File: src/rtl/obi_instr_arbiter.sv
// Two-master OBI instruction-port arbiter: round-robin or fixed-priority address
// arbitration, address-phase locking until grant, in-order response routing via an ID FIFO.
module obi_instr_arbiter #(
    parameter int DEPTH      = 2,
    parameter int ADDR_WIDTH = 32,
    parameter int DATA_WIDTH = 32,
    parameter bit RR_EN      = 1'b1,
    localparam int CW        = $clog2(DEPTH + 1)
) (
    input  logic                  clk,
    input  logic                  rst_n,
    input  logic                  m0_req_i,
    input  logic [ADDR_WIDTH-1:0] m0_addr_i,
    output logic                  m0_gnt_o,
    output logic                  m0_rvalid_o,
    output logic [DATA_WIDTH-1:0] m0_rdata_o,
    output logic                  m0_err_o,
    input  logic                  m1_req_i,
    input  logic [ADDR_WIDTH-1:0] m1_addr_i,
    output logic                  m1_gnt_o,
    output logic                  m1_rvalid_o,
    output logic [DATA_WIDTH-1:0] m1_rdata_o,
    output logic                  m1_err_o,
    output logic                  s_req_o,
    output logic [ADDR_WIDTH-1:0] s_addr_o,
    input  logic                  s_gnt_i,
    input  logic                  s_rvalid_i,
    input  logic [DATA_WIDTH-1:0] s_rdata_i,
    input  logic                  s_err_i,
    output logic [CW-1:0]         outstanding_o,
    output logic                  busy_o,
    output logic                  protocol_err_o
);

    // Handshake: an address phase completes when s_req_o && s_gnt_i; once s_req_o
    // rises the selected master and address stay fixed until that grant.
    logic [DEPTH-1:0] id_q;
    logic [CW-1:0]    count_q;
    logic [CW-1:0]    wr_idx;
    logic             lock_q;
    logic             lock_id_q;
    logic             last_winner_q;
    logic             perr_q;
    logic             sel;
    logic             sel_req;
    logic             full;
    logic             empty;
    logic             push;
    logic             pop;
    logic             head;

    assign full  = (count_q == CW'(DEPTH));
    assign empty = (count_q == '0);
    assign head  = id_q[0];

    always_comb begin
        sel = 1'b0;
        if (lock_q) begin
            sel = lock_id_q;
        end else if (m0_req_i && !m1_req_i) begin
            sel = 1'b0;
        end else if (m1_req_i && !m0_req_i) begin
            sel = 1'b1;
        end else if (m0_req_i && m1_req_i) begin
            sel = RR_EN ? ~last_winner_q : 1'b0;
        end
    end

    assign sel_req  = sel ? m1_req_i : m0_req_i;
    // Held low while in reset so the memory never sees a request from a discarded state.
    assign s_req_o  = rst_n && sel_req && !full;
    assign s_addr_o = sel ? m1_addr_i : m0_addr_i;

    assign push     = s_req_o && s_gnt_i;
    assign m0_gnt_o = push && !sel;
    assign m1_gnt_o = push && sel;

    // Response for the FIFO head only; an older response may pop while a new grant pushes.
    assign pop         = s_rvalid_i && !empty;
    assign m0_rvalid_o = pop && !head;
    assign m1_rvalid_o = pop && head;
    assign m0_err_o    = m0_rvalid_o && s_err_i;
    assign m1_err_o    = m1_rvalid_o && s_err_i;
    assign m0_rdata_o  = s_rdata_i;
    assign m1_rdata_o  = s_rdata_i;

    assign wr_idx = count_q - CW'(pop);

    always_ff @(posedge clk or negedge rst_n) begin
        if (!rst_n) begin
            id_q          <= '0;
            count_q       <= '0;
            lock_q        <= 1'b0;
            lock_id_q     <= 1'b0;
            last_winner_q <= 1'b1;
            perr_q        <= 1'b0;
        end else begin
            if (pop) begin
                for (int i = 0; i < DEPTH - 1; i++) begin
                    id_q[i] <= id_q[i+1];
                end
            end
            if (push) begin
                for (int i = 0; i < DEPTH; i++) begin
                    if (CW'(i) == wr_idx) begin
                        id_q[i] <= sel;
                    end
                end
            end

            if (push && !pop) begin
                count_q <= count_q + CW'(1);
            end else if (pop && !push) begin
                count_q <= count_q - CW'(1);
            end

            if (s_req_o && !s_gnt_i) begin
                lock_q    <= 1'b1;
                lock_id_q <= sel;
            end else if (push) begin
                lock_q        <= 1'b0;
                last_winner_q <= sel;
            end else if (lock_q && !sel_req) begin
                // Master withdrew an address phase that the memory had not yet granted.
                lock_q <= 1'b0;
                perr_q <= 1'b1;
            end

            if (s_rvalid_i && empty) begin
                perr_q <= 1'b1;
            end
        end
    end

    assign outstanding_o  = count_q;
    assign busy_o         = !empty || s_req_o;
    assign protocol_err_o = perr_q;

endmodule

File: config.mk
export PLATFORM = sky130hd
export DESIGN_NAME = obi_instr_arbiter
export DESIGN_NICKNAME = d
export VERILOG_FILES = /design/src/rtl/obi_instr_arbiter.sv
export SDC_FILE = /design/constraint.sdc
export NUM_CORES = 1
export LEC_CHECK = 0
export ABC_AREA = 0
export BUFFER_PORTS_ARGS = -buffer_cell sky130_fd_sc_hd__buf_2
export CAP_MARGIN = 20
export CORE_AREA = 4 4 80 82
export DETAILED_ROUTE_END_ITERATION = 6
export DIE_AREA = 0 0 84 86
export GPL_TIMING_DRIVEN = 1
export PLACE_DENSITY_LB_ADDON = 0.3
export SLEW_MARGIN = 0
export SYNTH_ARGS = -nofsm -noshare
export SYNTH_HDL_FRONTEND = slang
export SYNTH_SLANG_ARGS = --single-unit
File: constraint.sdc
create_clock -name clk -period 4 [get_ports clk]
set_input_delay 0.4 -clock clk [delete_from_list [all_inputs] [get_ports clk]]
set_output_delay 0.4 -clock clk [all_outputs]
set_load 0.02 [all_outputs]
==> results of run 1 <==
final cells by class:
class                      instances  share of cell area (%)
multi-input combinational         72                    41.2
timing repair buffer             114                    36.5
sequential                         8                    12.5
tap                               75                    5.85
clock buffer                       4                    2.81
inverter                           5                    1.17
sequential cells by signal, summed over array words and instances (netlist names):
| signal | count |
|---|---|
| lock_id_q | 1 |
| lock_q | 1 |
| id_q | 2 |
| protocol_err_o | 1 |
| outstanding_o | 2 |
| last_winner_q | 1 |
per-layer routing:
layer  track usage (%)  share of wire (%)  vias up
met3              2.02                9.4       11
met4              3.51                1.3        0
li1                  -                  -      555
met5                 0                  0        -
met1              11.5                 40      484
met2              14.3                 49       74
critical path: cells and delay by family, from the launching register on:
family,cells,cell delay [ns]
buffers and inverters,2,0.40
flip-flops,1,0.53
multiplexers,1,0.36
AO/OA/AOI/OAI,2,0.33
cell usage after synthesis (all sizes together):
| cell type | count | area, um^2 |
|---|---|---|
| buf | 68 | 515 |
| mux2 | 32 | 360 |
| dfrtp | 7 | 175 |
| nor2 | 6 | 22.5 |
| inv | 5 | 18.8 |
| a21oi | 4 | 23.8 |
| and2 | 3 | 18.8 |
| mux2i | 3 | 30.0 |
| ha | 2 | 25.0 |
| nand2 | 2 | 7.51 |
| nand2b | 2 | 12.5 |
| nor3 | 2 | 10.0 |
| o21ai | 2 | 10.0 |
| o41ai | 2 | 17.5 |
| xnor2 | 2 | 17.5 |
| xor2 | 2 | 17.5 |
| a211oi | 1 | 12.5 |
| a221o | 1 | 10.0 |
| a311oi | 1 | 8.76 |
| and3 | 1 | 6.26 |
| and3b | 1 | 8.76 |
| dfstp | 1 | 26.3 |
| nand4b | 1 | 8.76 |
| nor4b | 1 | 15.0 |
| or2 | 1 | 6.26 |
through the flow:
stage / setup slack [ns] / instances / hold slack (ns) / utilization [%] / area (um^2)
detailed placement: 1.48 / 273 / 0.282 / 26.8 / 1540
global placement: 1.52 / 273 / 0.282 / 26.8 / 1540
finish: 1.73 / 278 / 0.0331 / 27.9 / 1610
global route: 1.61 / 278 / 0.0519 / 27.9 / 1610
floorplan: 2.14 / 153 / 0.104 / - / 1390
CTS: 1.26 / 277 / 0.0368 / 27.6 / 1590
kinds of logic (layout without fill, tap and decap cells):
kind of cell               count (synthesis)  in the layout  share of synthesized area [%]
DFF                                        8              8                           14.5
buffers and inverters                     73            123                           38.6
xor gates and xnor gates                   4              4                           2.53
adders and majority gates                  2              2                           1.81
and+or+nand+nor                           20             20                           8.40
AOI/OAI and AO/OA                         11             11                           5.96
muxes                                     35             35                           28.2
power breakdown:
group / leakage (uW) / internal [uW] / switching, uW
clock network: 0.0000228 / 69.2 / 32.9
logic: 0.000726 / 313 / 379
registers: 0.0000914 / 121 / 47.3
worst max-delay path by stage:
stage / cells past startpoint / slack, ns / startpoint / to
2_1_floorplan: 5 / 2.14 / last_winner_q$_DFFE_PN1P_ / s_addr_o[10]
3_3_place_gp: 6 / 1.52 / m1_req_i / s_addr_o[4]
3_5_place_dp: 6 / 1.48 / m1_req_i / s_addr_o[16]
4_1_cts: 4 / 1.26 / last_winner_q$_DFFE_PN1P_ / s_addr_o[16]
5_1_grt: 5 / 1.61 / lock_q$_DFFE_PN0P_ / m0_gnt_o
6_report: 5 / 1.73 / last_winner_q$_DFFE_PN1P_ / s_addr_o[16]
==> impl_metrics.py, run 1 <==
metrics = {
    "status": {
        "status": "finished, final reports clean",
    },
    "setup_path": {
        "cp_cell_sequence": "a211oi_2 -> a21oi_4 -> buf_12 -> mux2_2 -> buf_2",
        "regToRegEndpoint": "outstanding_o[1]$_DFFE_PN0P_",
        "worstPathArrival_ns": 1.87,
        "rrSetupSlack_ns": 2.06,
        "path_class": "reg -> out",
        "r2r_cells": 7,
        "crit_path_end_kind": "primary output",
        "slowest_delay_ns": 0.53,
        "r2r_start": "lock_q$_DFFE_PN0P_",
        "crit_slowest_cell": "dfstp_2",
        "startpoint_type": "flop",
        "crit_fanout": 32,
        "crit_required_ns": 3.60,
    },
    "yosys": {
        "synth.distinct_cells": 29,
        "synth_fp_nets": 258,
        "ys.warnings.count": 0,
        "ys_seq_area_share_pct": 14.5,
        "ys_seq_elements": 8,
        "postSynthAreaPerCell_um2": 9.05,
        "syn_area_um2": 1390,
        "synthCells": 153,
    },
    "die": {
        "ioPinCount": 210,
        "die_area_um2": 7220,
        "row_count": 28,
        "core_um2": 5750,
        "die_h_um": 86,
        "fp.dieW_um": 84,
        "start_util_pct": 24.1,
    },
    "cells_and_area": {
        "fillers": 643,
        "seqCellArea_um2": 201,
        "drive_above_1_share_pct": 76.4,
        "final_common_cell": "buf_2",
        "multiInputGateArea_um2": 661,
        "finalNetCount": 309,
        "areaGrowthSynthToFinish_pct": 15.9,
        "antenna_cells": 0,
        "layout_common_cells": "buf_2, mux2_2, dfrtp_1",
    },
    "timing": {
        "fin_tns_setup_ns": 0,
        "fin_crit_sh_pct": 56.8,
        "final_max_slew_viol_count": 0,
        "max_freq_mhz": 440,
        "worst_pin_slew_ns": 0.374,
        "rsz0062_at_grt": "false",
        "slew_headroom_pct": 74.9,
        "setup_viol": 0,
        "skew_ns": 0.00733,
        "fin_crit_ns": 2.27,
        "hold_violations": 0,
    },
    "global_route": {
        "grt_pass1_wl_um": 5400,
        "grt_pass1_vias": 1147,
        "track_usage_pct": 8.89,
        "grt_max_degree": 39,
        "grt-ovfl-total": 0,
        "antenna_found_initial": 0,
    },
    "detailed_routing": {
        "wirelength_um": 3620,
        "viasPerCell": 4.04,
        "drc": 0,
        "ant_nets": 0,
        "dr_total_vias": 1124,
        "drtIter0Drc": 47,
        "wire_per_inst_um": 13.0,
        "dr.pass1.iters": 3,
    },
    "clock_network": {
        "cts.clk_slew.worst_paths_ns": 0.05,
        "cts_num_sinks": 8,
        "cts_resized": 0,
        "cts_setup_buffers": 0,
        "cts_tree": "done",
        "postCtsHoldBufs": 0,
        "htreeDepth": 1,
        "clk_latency_ns": 0.23,
        "cts_buffer_depth": 2,
        "cts-root-buf": "clkbuf_8",
        "cts_buffers": 3,
    },
    "place": {
        "dp_hpwl_um": 3110,
        "port_buffers": 113,
        "gp_congestion": 0.711,
    },
    "run": {
        "cap_viol_max_count": 0,
    },
    "power": {
        "powerDensity_nw_per_um2": 599,
        "irDropWorstVdd_mv": 0.239,
        "total_power_uw": 962,
        "leakage_uw": 0.000840,
    },
    "hold_path": {
        "holdCritPathClass": "in -> async",
    },
}
(Power assumes the default switching activity.)
==> run 2: changes to the inputs <==
==> constraint.sdc (replaced) <==
create_clock -name clk -period 2.15 [get_ports clk]
set_input_delay 0.215 -clock clk [delete_from_list [all_inputs] [get_ports clk]]
set_output_delay 0.215 -clock clk [all_outputs]
set_load 0.02 [all_outputs]
==> run 2 against run 1 <==
  * Utilization grew 0.61 points
  * Power grew 89%
  * Critical endpoint is now s_addr_o[6]
  * Clock power grew 87%
  * Final cell count grew 1.4%
  * Sequential power grew 86%
==> impl_metrics.py, run 2 (same netlist as run 1, synthesis figures left out) <==
metrics = {
    "status": {
        "status": "finished, final reports clean",
    },
    "clock_network": {
        "htreeDepth": 1,
        "cts_buffers": 3,
        "cts_tree": "done",
        "cts_num_sinks": 8,
        "cts.clk_slew.worst_paths_ns": 0.04,
        "clk_latency_ns": 0.23,
        "cts-root-buf": "clkbuf_8",
        "cts_buffer_depth": 2,
    },
    "power": {
        "powerDensity_nw_per_um2": 1110,
        "leakage_uw": 0.000859,
        "irDropWorstVdd_mv": 0.401,
    },
    "timing": {
        "max_freq_mhz": 486,
        "hold_violations": 0,
        "worst_pin_slew_ns": 0.346,
        "skew_ns": 0.00577,
        "rsz0062_at_grt": "false",
        "fin_crit_ns": 2.06,
        "fin_tns_setup_ns": 0,
        "final_max_slew_viol_count": 0,
        "setup_viol": 0,
        "fin_crit_sh_pct": 95.8,
        "slew_headroom_pct": 76.6,
    },
    "setup_path": {
        "slowest_delay_ns": 0.53,
        "worstSetupEndpoint": "s_addr_o[6]",
        "crit_slowest_cell": "dfstp_2",
        "crit_path_end_kind": "primary output",
        "crit_required_ns": 1.93,
        "path_class": "reg -> out",
        "cp_cell_sequence": "a211oi_2 -> a21oi_4 -> buf_4 -> mux2_2 -> buf_2",
        "worstPathArrival_ns": 1.84,
        "regToRegEndpoint": "outstanding_o[1]$_DFFE_PN0P_",
        "rrSetupSlack_ns": 0.39,
        "r2r_cells": 7,
        "crit_fanout": 17,
        "startpoint": "last_winner_q$_DFFE_PN1P_",
        "startpoint_type": "flop",
        "r2r_start": "lock_q$_DFFE_PN0P_",
    },
    "detailed_routing": {
        "ant_nets": 0,
        "dr.pass1.iters": 4,
        "dr_total_vias": 1148,
        "viasPerCell": 4.07,
        "wire_per_inst_um": 13.1,
        "drc": 0,
        "wirelength_um": 3700,
        "drtIter0Drc": 15,
    },
    "cells_and_area": {
        "antenna_cells": 0,
        "layout_common_cells": "buf_2, mux2_2, dfrtp_1",
        "final_area_um2": 1640,
        "fillers": 638,
        "areaGrowthSynthToFinish_pct": 18.4,
        "final_common_cell": "buf_2",
        "drive_above_1_share_pct": 76.3,
        "finalNetCount": 313,
    },
    "die": {
        "die_h_um": 86,
        "die_area_um2": 7220,
        "core_um2": 5750,
        "fp.dieW_um": 84,
        "row_count": 28,
        "start_util_pct": 24.1,
        "ioPinCount": 210,
    },
    "place": {
        "gp_congestion": 0.745,
        "port_buffers": 113,
        "placement.cell_area_um2": 1580,
        "dp_hpwl_um": 3230,
    },
    "hold_path": {
        "holdCritPathClass": "in -> reg",
        "min_from": "s_gnt_i",
    },
    "global_route": {
        "track_usage_pct": 8.96,
        "grt-ovfl-total": 0,
        "grt_max_degree": 20,
        "grt_pass1_wl_um": 5350,
        "grt_pass1_vias": 1126,
        "antenna_found_initial": 0,
    },
    "run": {
        "cap_viol_max_count": 0,
    },
}
## run 2: changes by cell type in the layout (fill, tap and decap cells not counted), sizes merged
cell / previous run / this run
clkbuf: 4 / 5
dlygate4sd3: 0 / 1
buf: 114 / 116
## run 2: worst max-delay path: cells and delay by family (launching register included)
kind                   cells  cell delay, ns
AO/OA/AOI/OAI              2            0.28
buffers and inverters      2            0.44
multiplexers               1            0.36
flip-flops                 1            0.53
## run 2: cell type report
class / count / area (um^2) / area share [%]
sequential: 8 / 201 / 12.3
inverter: 5 / 18.8 / 1.14
tap: 75 / 93.8 / 5.72
timing repair buffer: 118 / 621 / 37.8
clock buffer: 4 / 45.0 / 2.75
multi-input combinational: 72 / 661 / 40.3
## run 2: layer usage
| layer | routed length [um] | track usage, % | share of wire, % | up-vias |
|---|---|---|---|---|
| met2 | 1870 | 16.2 | 50 | 78 |
| met4 | 57 | 3.51 | 1.5 | 0 |
| li1 | - | - | - | 563 |
| met1 | 1340 | 9.62 | 36 | 494 |
| met3 | 436 | 3.07 | 12 | 13 |
| met5 | 0 | 0 | 0 | - |
## run 2: report_power, final
part           internal, uW  leakage [uW]  switching [uW]
logic                   604      0.000745             712
registers               225     0.0000914            86.3
clock network           129     0.0000228            61.9
total                   958      0.000859             860
## run 2: worst min-delay path by stage
stage | to | cells past startpoint
floorplan | id_q[0]$_DFF_PN0_ | 0
global placement | protocol_err_o$_DFFE_PN0P_ | 1
detailed placement | protocol_err_o$_DFFE_PN0P_ | 1
CTS | lock_q$_DFFE_PN0P_ | 2
global route | lock_q$_DFFE_PN0P_ | 2
finish | lock_q$_DFFE_PN0P_ | 2
## run 2: timing repair
item                       CTS  global route
buffers inserted             0             0
gates resized for setup      0             1
hold endpoints to repair     7             0
setup endpoints to repair    0             1
hold buffers                 1             0
## run 2: stage by stage
step	setup WS [ns]	util [%]	std cells	hold slack, ns	power [uW]
after floorplan	0.397	-	153	-0.0806	1410
after global placement	0.337	27.5	277	0.102	1640
after detailed placement	0.329	27.5	277	0.108	1650
after CTS	0.0482	28.5	282	0.237	1850
after global routing	0.00689	28.5	282	0.254	1950
final	0.0909	28.5	282	0.245	1820
